`src/rtl/xadc_pkg.sv`:
```
// XADC sampler shared constants and FSM state type.
// Imported by the sampler top and its per-slot averager.
package xadc_pkg;
  localparam int CH_W = 5;
  localparam int DRP_AW = 7;
  localparam logic [CH_W-1:0] XADC_CH_VAUX6 = 5'h16;
  localparam logic [CH_W-1:0] XADC_CH_VAUX15 = 5'h1F;

  typedef enum logic [1:0] {
    S_IDLE,
    S_DEN,
    S_WAIT
  } sampler_state_t;
endpackage

```
`src/rtl/edge_detector_n.sv`:
```
// Rising-edge detector: registered delay compared with the live input.
// Asynchronous active-low reset.
module edge_detector_n (
  input  logic clk,
  input  logic reset_n,
  input  logic cp,
  output logic p_edge
);
  logic cp_q;

  always_ff @(posedge clk or negedge reset_n) begin
    if (!reset_n) cp_q <= 1'b0;
    else          cp_q <= cp;
  end

  assign p_edge = cp & ~cp_q;
endmodule

```
`src/rtl/xadc_ch_avg.sv`:
```
// Per-slot accumulator, sample counter and averaged value register.
// Optional centre clamp enabled by defining DEADZONE_EN.
module xadc_ch_avg #(
  parameter int RES      = 7,
  parameter int AVG_LOG2 = 2,
  parameter int DEADZONE = 4
) (
  input  logic           clk,
  input  logic           reset_n,
  input  logic           we,
  input  logic [RES-1:0] sample,
  output logic [RES-1:0] value,
  output logic           upd
);
  localparam int AW = RES + AVG_LOG2;
  localparam int CW = AVG_LOG2 + 1;
  localparam logic [CW-1:0] LAST = CW'((1 << AVG_LOG2) - 1);
  localparam logic signed [RES:0] MID = (RES+1)'(1 << (RES-1));
`ifdef DEADZONE_EN
  localparam bit DZ_ON = 1'b1;
`else
  localparam bit DZ_ON = 1'b0;
`endif

  logic [AW-1:0] acc;
  logic [AW-1:0] sum;
  logic [CW-1:0] cnt;
  logic [RES-1:0] avg;
  logic [RES-1:0] res_v;
  logic signed [RES:0] diff;
  logic signed [RES:0] adiff;

  // top RES bits of the sum are the truncated sum >> AVG_LOG2
  always_comb begin
    sum   = acc + AW'(sample);
    avg   = sum[AW-1 -: RES];
    diff  = signed'({1'b0, avg}) - MID;
    adiff = diff[RES] ? -diff : diff;
    res_v = avg;
    if (DZ_ON && (adiff <= DEADZONE))
      res_v = MID[RES-1:0];
  end

  always_ff @(posedge clk or negedge reset_n) begin
    if (!reset_n) begin
      acc   <= '0;
      cnt   <= '0;
      value <= '0;
      upd   <= 1'b0;
    end else begin
      upd <= 1'b0;
      if (we) begin
        if (cnt == LAST) begin
          value <= res_v;
          acc   <= '0;
          cnt   <= '0;
          upd   <= 1'b1;
        end else begin
          acc <= sum;
          cnt <= cnt + 1'b1;
        end
      end
    end
  end
endmodule

```
`src/rtl/xadc_multi_sampler.sv`:
```
// Multi-channel XADC DRP sampler with per-slot averaging.
// Define DEADZONE_EN to clamp averages near mid-scale to the centre.
module xadc_multi_sampler
  import xadc_pkg::*;
#(
  parameter int NUM_CH       = 2,
  parameter int RES          = 7,
  parameter logic [CH_W*NUM_CH-1:0] CH_MAP =
    {XADC_CH_VAUX15, XADC_CH_VAUX6},
  parameter int AVG_LOG2     = 2,
  parameter int DRDY_TIMEOUT = 15,
  parameter int DEADZONE     = 4,
  localparam int IW = (NUM_CH > 1) ? $clog2(NUM_CH) : 1
) (
  input  logic                  clk,
  input  logic                  reset_n,
  input  logic                  adc_eoc,
  input  logic [CH_W-1:0]       adc_channel,
  input  logic                  adc_drdy,
  input  logic [15:0]           adc_do,
  output logic                  adc_den,
  output logic [DRP_AW-1:0]     adc_daddr,
  output logic [NUM_CH*RES-1:0] value,
  output logic                  sample_valid,
  output logic [IW-1:0]         sample_idx,
  output logic                  overrun,
  output logic                  drp_timeout
);
  localparam int TW = $clog2(DRDY_TIMEOUT + 1);
  localparam logic [TW-1:0] TMR_LAST = TW'(DRDY_TIMEOUT - 1);

  sampler_state_t state;
  logic eoc_edge;
  logic hit;
  logic [IW-1:0] hit_idx;
  logic [IW-1:0] slot;
  logic [TW-1:0] tmr;
  logic [NUM_CH-1:0] we;
  logic [NUM_CH-1:0] upd;
  logic [RES-1:0] sample;
  logic unused_do;

  edge_detector_n u_eoc_edge (
    .clk     (clk),
    .reset_n (reset_n),
    .cp      (adc_eoc),
    .p_edge  (eoc_edge)
  );

  // descending scan so the lowest matching slot wins
  always_comb begin
    hit     = 1'b0;
    hit_idx = '0;
    for (int i = NUM_CH - 1; i >= 0; i--) begin
      if (adc_channel == CH_MAP[CH_W*i +: CH_W]) begin
        hit     = 1'b1;
        hit_idx = IW'(i);
      end
    end
  end

  always_ff @(posedge clk or negedge reset_n) begin
    if (!reset_n) begin
      state       <= S_IDLE;
      slot        <= '0;
      tmr         <= '0;
      adc_den     <= 1'b0;
      adc_daddr   <= '0;
      overrun     <= 1'b0;
      drp_timeout <= 1'b0;
    end else begin
      adc_den     <= 1'b0;
      drp_timeout <= 1'b0;
      overrun     <= eoc_edge && (state != S_IDLE);
      unique case (state)
        S_IDLE: begin
          if (eoc_edge && hit) begin
            adc_den   <= 1'b1;
            adc_daddr <= {{(DRP_AW-CH_W){1'b0}}, adc_channel};
            slot      <= hit_idx;
            state     <= S_DEN;
          end
        end
        S_DEN: begin
          tmr   <= '0;
          state <= S_WAIT;
        end
        S_WAIT: begin
          if (adc_drdy) begin
            state <= S_IDLE;
          end else if (tmr == TMR_LAST) begin
            drp_timeout <= 1'b1;
            state       <= S_IDLE;
          end else begin
            tmr <= tmr + 1'b1;
          end
        end
        default: state <= S_IDLE;
      endcase
    end
  end

  assign sample    = adc_do[15 -: RES];
  assign unused_do = ^adc_do[15-RES:0];

  for (genvar i = 0; i < NUM_CH; i++) begin : g_slot
    assign we[i] = (state == S_WAIT) && adc_drdy && (slot == IW'(i));

    xadc_ch_avg #(
      .RES      (RES),
      .AVG_LOG2 (AVG_LOG2),
      .DEADZONE (DEADZONE)
    ) u_avg (
      .clk     (clk),
      .reset_n (reset_n),
      .we      (we[i]),
      .sample  (sample),
      .value   (value[RES*i +: RES]),
      .upd     (upd[i])
    );
  end

  assign sample_valid = |upd;

  always_comb begin
    sample_idx = '0;
    for (int i = 0; i < NUM_CH; i++)
      if (upd[i]) sample_idx = IW'(i);
  end
endmodule

```
`config.mk`:
```
export PLATFORM = sky130hd
export DESIGN_NAME = xadc_multi_sampler
export DESIGN_NICKNAME = d
export VERILOG_FILES = /design/src/rtl/xadc_pkg.sv /design/src/rtl/edge_detector_n.sv /design/src/rtl/xadc_ch_avg.sv /design/src/rtl/xadc_multi_sampler.sv
export SDC_FILE = /design/constraint.sdc
export NUM_CORES = 1
export LEC_CHECK = 0
export CAP_MARGIN = 20
export CORE_ASPECT_RATIO = 0.6
export CORE_UTILIZATION = 55
export DETAILED_ROUTE_END_ITERATION = 6
export DONT_BUFFER_PORTS = 1
export PLACE_DENSITY = 0.72
export SLEW_MARGIN = 25
export SYNTH_ARGS = -nofsm -noshare
export SYNTH_HDL_FRONTEND = slang
export SYNTH_SLANG_ARGS = --single-unit
```
`constraint.sdc`:
```
create_clock -name clk -period 2.9 [get_ports clk]
set_clock_uncertainty 0.1 [all_clocks]
set_input_delay 0 -clock clk [delete_from_list [all_inputs] [get_ports clk]]
set_output_delay 0 -clock clk [all_outputs]
set_load 0.02 [all_outputs]
```
Word level (Yosys, flattened, before mapping):

Cells that the tools add are included.

* flip-flop bits (word level): 56
* bits of input ports: 25
* output and inout port bits: 26
* word-level logic and storage cells: 73

* add/sub/neg operators: 5
* equal/unequal tests: 11
* muxes and demuxes: 24
* bitwise operators: 3
* reduce and logical (&&, ||, !) cells: 14

Operator list (count)
* adder 9 x 7 -> 9 bit: 2
* 2-to-1 mux 9 bit: 2
* 2-to-1 mux 1 bit: 13
* == test 5 bit, second input constant: 2
* 2-to-1 mux 4 bit: 2
* one-hot mux 4 bit (2 select lines): 1
* AND reduction 2 bit: 4
* adder 3 x 1 -> 3 bit, second input constant: 2
* == test 3 x 2 -> 1 bit, second input constant: 2
* 2-to-1 mux 2 bit: 3
* 2-to-1 mux 3 bit: 2
* inequality test 2 bit, second input constant: 3
* one-hot mux 2 bit (3 select lines): 1
* logical AND 1 bit: 5
* adder 4 x 1 -> 4 bit, second input constant: 1
* == test 4 bit, second input constant: 1
* nonzero test 2 bit: 2
* inequality test 3 bit, second input constant: 1
* AND reduction 3 bit: 1
* == test 2 x 1 -> 1 bit, second input constant: 1
* == test 2 bit, second input constant: 1
* logical NOT 2 bit: 1
* NOT 1 bit: 2
* OR reduction 2 bit: 1
* AND 1 bit: 1

Longest topological paths before layout:

* depth after elaboration: 6
* depth in mapped cells: 7

Hierarchy:

From an unflattened synthesis, not the netlist that was laid out.

* cell total of the unflattened synthesis: 275
* area total of the unflattened synthesis: 2952.8 µm²

By module, submodules not included
* xadc_ch_avg: instances 2, cells an instance 106, area each 1099.8 µm², sequential area each 500.5 µm²
* xadc_multi_sampler: instances 1, cells an instance 61, area each 714.4 µm², sequential area each 375.4 µm²
* edge_detector_n: instances 1, cells an instance 2, area each 38.8 µm², sequential area each 25.0 µm²

Least setup slack after synthesis:

No wires, ideal clock.

* kind: flip-flop to flip-flop
* from: register g_slot[0].u_avg.acc[0]
* to: register g_slot[0].u_avg.acc[6]
* data arrival time: 1.816 ns
* setup slack: 0.862 ns
* cell stages (with the launch flop): 7
* buffers on the path: 0
* path through: dfrtp_1 -> ha_1 -> fa_1 -> a211oi_1 -> o21ai_0 -> a21o_1 -> a32o_1

* longest elaborated chain between the ends: 2

Ends and longest elaborated chain
* from (decl): RTL line xadc_ch_avg.sv:25 `logic [AW-1:0] acc;`
* from (signal assigned): RTL line xadc_ch_avg.sv:59 `acc <= sum;`
* adder 9 x 7 -> 9 bit: RTL line xadc_ch_avg.sv:35 `sum = acc + AW'(sample);`
* 2-to-1 mux 9 bit: RTL line xadc_ch_avg.sv:53 `if (cnt == LAST) begin`

No other way between the ends.
A chain may end at the register's enable or synchronous reset.

Worst setup path in the final report:

* from: register g_slot[1].u_avg.acc[0]
* to: register g_slot[1].u_avg.acc[6]

* longest elaborated chain between the ends: 2

Ends and longest elaborated chain (RTL line)
* from (decl): xadc_ch_avg.sv:25
* from (signal assigned): xadc_ch_avg.sv:59
* adder 9 x 7 -> 9 bit: xadc_ch_avg.sv:35
* 2-to-1 mux 9 bit: xadc_ch_avg.sv:53

No other way between the ends.

==> metrics.md <==
| Metric | Value |
|---|---|
| Hold depth | 3 |
| Syn-to-layout area delta | 8.832% |
| Die ar. | 5584 um2 |
| Worst voltage drop across the vdd grid | 0.3885 mV |
| Highest-utilization routing layer at the global route stage | met2 |
| Detailed-placement wirelength estimate | 3.898 mm |
| Fill cell count | 415 |
| GR Layer Usage met1 | 0.3240 |
| Y dimension of the die | 58.29 um |
| Core Region | 5080 um2 |
| # port buffers | 0 |
| Total of cells resized after clock tree synthesis | 0 |
| Wire length of the first global-routing pass | 9.280 mm |
| Clock network fraction of total power | 0.207 |
| Syn. warnings | 0 |
| Worst path required time | 3.00 ns |
| Synthesized area per cell | 10.68 um2 |
| Remaining routing DRC violations | 0 |
| Fmax | 0.4432 GHz |
| Clock period minus worst slack | 2.256 ns |
| Hold worst-path end | g_slot[0].u_avg.cnt[1] |
| Internal power summed over all cells | 1.400 mW |
| Routability cong. | 0.8570 |
| Slowest stage cell on the critical path | sky130_fd_sc_hd__fa_1 |
| Number of synthesized register bits | 56 |
| Number of flops mapped to enable cells by yosys | 0 |
| Cell area after synthesis | 2904 um2 |
| Final instance area | 3161 um2 |
| Gate Count Post-Synth | 272 |
| Power share of the sequential group | 0.477 |
| H-tree depth | 2 |
| Met3 demand-to-capacity share in global routing | 0.05774 |
| Run status | finished clean |
| CP Max Fanout | 3 |
| Placed cell areas | 2959 um2 |
| Part of the power in combinational logic | 0.316 |
| Met2 usage | 0.3276 |
| Number of ports placed on the die boundary | 51 |
| Post-detailed-route via-to-cell ratio | 5.703 |
| Origin of the critical flop-to-flop path | g_slot[1].u_avg.acc[0] |
| Reg2Reg Capture Point | g_slot[1].u_avg.acc[6] |
| Cell row count | 20 |
| Root buffer selected by CTS | sky130_fd_sc_hd__clkbuf_8 |
| TritonCTS clock tree | yes |
| Arrival time at the worst endpoint | 2.36 ns |
| Max-cap violations | 0 |
| Number of failing hold endpoints at the final stage | 0 |
| Min-delay src | adc_drdy |
| Sequential cell area fraction in the yosys report | 0.4826 |
| Iter 0 DRT Violations | 90 |
| GR Overflow Total | 0 |
| Crit-path cells | ha_1 > fa_1 > a211oi_1 > o21ai_0 > a21o_1 > a32o_1 |
| Largest net degree at the start of global routing | 57 |
| FFs w/ async S/R, synth | 1.000 |
| Number of buffers on the longest clock path | 2 |
| Fraction of the cycle the final worst path needs | 0.7781 |
| Total wire length after detailed routing | 5.358 mm |
| Clk pin slew, worst setup/hold paths | 0.10 ns |
| Most instantiated flip-flop cell in the synthesis netlist | sky130_fd_sc_hd__dfrtp_1 |
| Biggest cell delay along the critical path | 0.43 ns |
| Final total negative setup slack | 0 ns |
| Routed wire length per instance | 15.31 um |
| Number of cells on the worst reg-to-reg path | 6 |
| Fin. max-slew vios | 0 |
| Number of detailed-routing iterations run before antenna repair | 4 |
| Count of distinct cell types in the synthesized netlist | 46 |
| RSZ-0062 raised after global routing | false |
| Number of diodes | 0 |
| Min-delay worst type | in2reg |
| Clock net sink count | 56 |
| Initial core utilization | 0.5717 |
| Leak Pwr | 1.552 nW |
| Flop2flop setup slack | 0.64 ns |
| Power per Cell Area | 671.1 nW/um2 |
| Relative max-transition margin | 0.6708 |
| Antenna Nets Post-Route | 0 |
| Fraction of final layout cells with drive strength greater than 1 | 0.09155 |
| Crit Path Class | reg2reg |
| All-Layer GR Usage | 0.2209 |
| Initial antenna violation count | 0 |
| Post-layout nets | 328 |
| Clock latency on the worst-skew pair | 0.31 ns |
| Horizontal die dimension | 95.81 um |
| Transition time of the tightest slew-check pin | 0.4894 ns |
| Switching power share of the total | 0.3401 |
| Clock buffer count from CTS | 5 |
| Vias in the first global route | 1,991 |
| Via count | 1,996 |
| Kind of launch point of the worst setup path | flop |
| Setup crit end kind | flop |
| Setup Viol. Count Final | 0 |
| NetSw | 721.5 uW |
critical path: cells and delay by family (launching register included):
family	cells	cell delay, ns
DFF	1	0.39
adders and majority gates	2	0.65
AOI/OAI and AO/OA	4	1.01
per-layer routing:
layer,vias up,share of wire
li1,1006,-
met1,928,0.52
met2,53,0.41
met3,9,0.056
met4,0,0.011
met5,-,0
power by group through the flow:
stage               Sequential, mW  Combinational, mW  Clock [mW]
floorplan                     1.00              0.528           0
global placement              1.02              0.614           0
detailed placement            1.03              0.630           0
CTS                           1.01              0.665       0.456
global route                  1.03              0.765       0.480
finish                        1.01              0.670       0.439
sequential cells by signal, indices dropped and copies added (netlist names):
name and count:
slot 1, overrun 1, adc_den 1, adc_daddr 5, g_slot.u_avg.upd 2, g_slot.u_avg.cnt 6, g_slot.u_avg.value 14, state 2
g_slot.u_avg.acc 18, u_eoc_edge.cp_q 1, tmr 4, drp_timeout 1
layout by cell type, fill, tap and decap left out, drive strengths merged, types with 4 or more instances in the layout:
master,netlist,final
a211oi,4,4
a21o,11,11
a21oi,10,10
a22o,9,9
a31o,4,4
a32o,4,4
and2,8,8
clkbuf,4,7
dfrtp,56,56
dlygate4sd3,0,8
ha,18,18
inv,9,9
mux2,6,6
nand2,23,23
nand2b,8,8
nand3,13,13
nor2,9,9
o211ai,4,4
o21ai,19,19
or2,7,7
xnor2,6,6
cells in the mapped netlist (2+ instances only):
library cell,count,share of area
sky130_fd_sc_hd__a211oi_1,4,0.010
sky130_fd_sc_hd__a21boi_0,3,0.0078
sky130_fd_sc_hd__a21o_1,11,0.028
sky130_fd_sc_hd__a21oi_1,10,0.017
sky130_fd_sc_hd__a22o_1,9,0.027
sky130_fd_sc_hd__a31o_2,4,0.012
sky130_fd_sc_hd__a31oi_1,2,0.0043
sky130_fd_sc_hd__a32o_1,4,0.014
sky130_fd_sc_hd__and2_0,2,0.0043
sky130_fd_sc_hd__and2_1,6,0.013
sky130_fd_sc_hd__and3_1,3,0.0065
sky130_fd_sc_hd__buf_4,2,0.0052
sky130_fd_sc_hd__clkbuf_1,4,0.0052
sky130_fd_sc_hd__clkinv_1,2,0.0026
sky130_fd_sc_hd__dfrtp_1,56,0.48
sky130_fd_sc_hd__fa_1,2,0.014
sky130_fd_sc_hd__ha_1,18,0.078
sky130_fd_sc_hd__inv_1,9,0.012
sky130_fd_sc_hd__mux2_2,6,0.023
sky130_fd_sc_hd__nand2_1,23,0.030
sky130_fd_sc_hd__nand2b_1,8,0.017
sky130_fd_sc_hd__nand3_1,13,0.022
sky130_fd_sc_hd__nor2_1,9,0.012
sky130_fd_sc_hd__o211a_1,3,0.010
sky130_fd_sc_hd__o211ai_1,4,0.010
sky130_fd_sc_hd__o21ai_0,19,0.033
sky130_fd_sc_hd__o31a_1,2,0.0060
sky130_fd_sc_hd__o31ai_1,2,0.0052
sky130_fd_sc_hd__or2_2,6,0.013
sky130_fd_sc_hd__or4_1,3,0.0078
sky130_fd_sc_hd__xnor2_1,6,0.018
sky130_fd_sc_hd__xor2_1,3,0.0090
area by class of cell:
type	instances	area, um2	share of cell area
Clock buffer	7	86.33	0.02732
Clock inverter	1	7.507	0.002375
Inverter	11	41.29	0.01306
Multi-Input combinational cell	198	1419	0.4489
Sequential cell	56	1401	0.4434
Tap cell	66	82.58	0.02613
Timing Repair Buffer	11	122.6	0.03880
logic make-up after synthesis:
logic type,after synthesis,share of synthesized area
adder cells (fa/ha/maj),20,0.09134
AO/OA/AOI/OAI,79,0.1917
flip-flops,56,0.4825
multiplexers,6,0.02326
buffers and inverters,19,0.03015
AND/OR/NAND/NOR,82,0.1525
other,1,0.001291
XOR/XNOR,9,0.02714
how the worst max path moves through the flow:
stage,from,to
after global routing,g_slot[0].u_avg.acc[0],g_slot[0].u_avg.acc[6]
after floorplan,g_slot[0].u_avg.acc[0],g_slot[0].u_avg.acc[6]
after detailed placement,g_slot[0].u_avg.acc[0],g_slot[0].u_avg.acc[6]
after global placement,g_slot[0].u_avg.acc[0],g_slot[0].u_avg.acc[6]
final,g_slot[1].u_avg.acc[0],g_slot[1].u_avg.acc[6]
after CTS,g_slot[0].u_avg.acc[0],g_slot[0].u_avg.acc[6]
what timing repair did:
| item | CTS | global route |
|---|---|---|
| hold buffers | 9 | 0 |
| buffers inserted | 0 | 0 |
| endpoints found under the hold margin | 82 | 0 |
metrics by stage:
stage               cells  power (mW)  worst slack, ns  hold WS (ns)    util
finish                350       2.121           0.6436       0.01956  0.6222
global route          350       2.274           0.5089       0.02631  0.6222
CTS                   350       2.132           0.6716      0.003342  0.6222
detailed placement    333       1.655           0.6898       -0.3943  0.5825
global placement      333       1.634           0.7225       -0.3943  0.5825
floorplan             273       1.532           0.8622       -0.3956       -
Power figures use the tool's default switching activity.
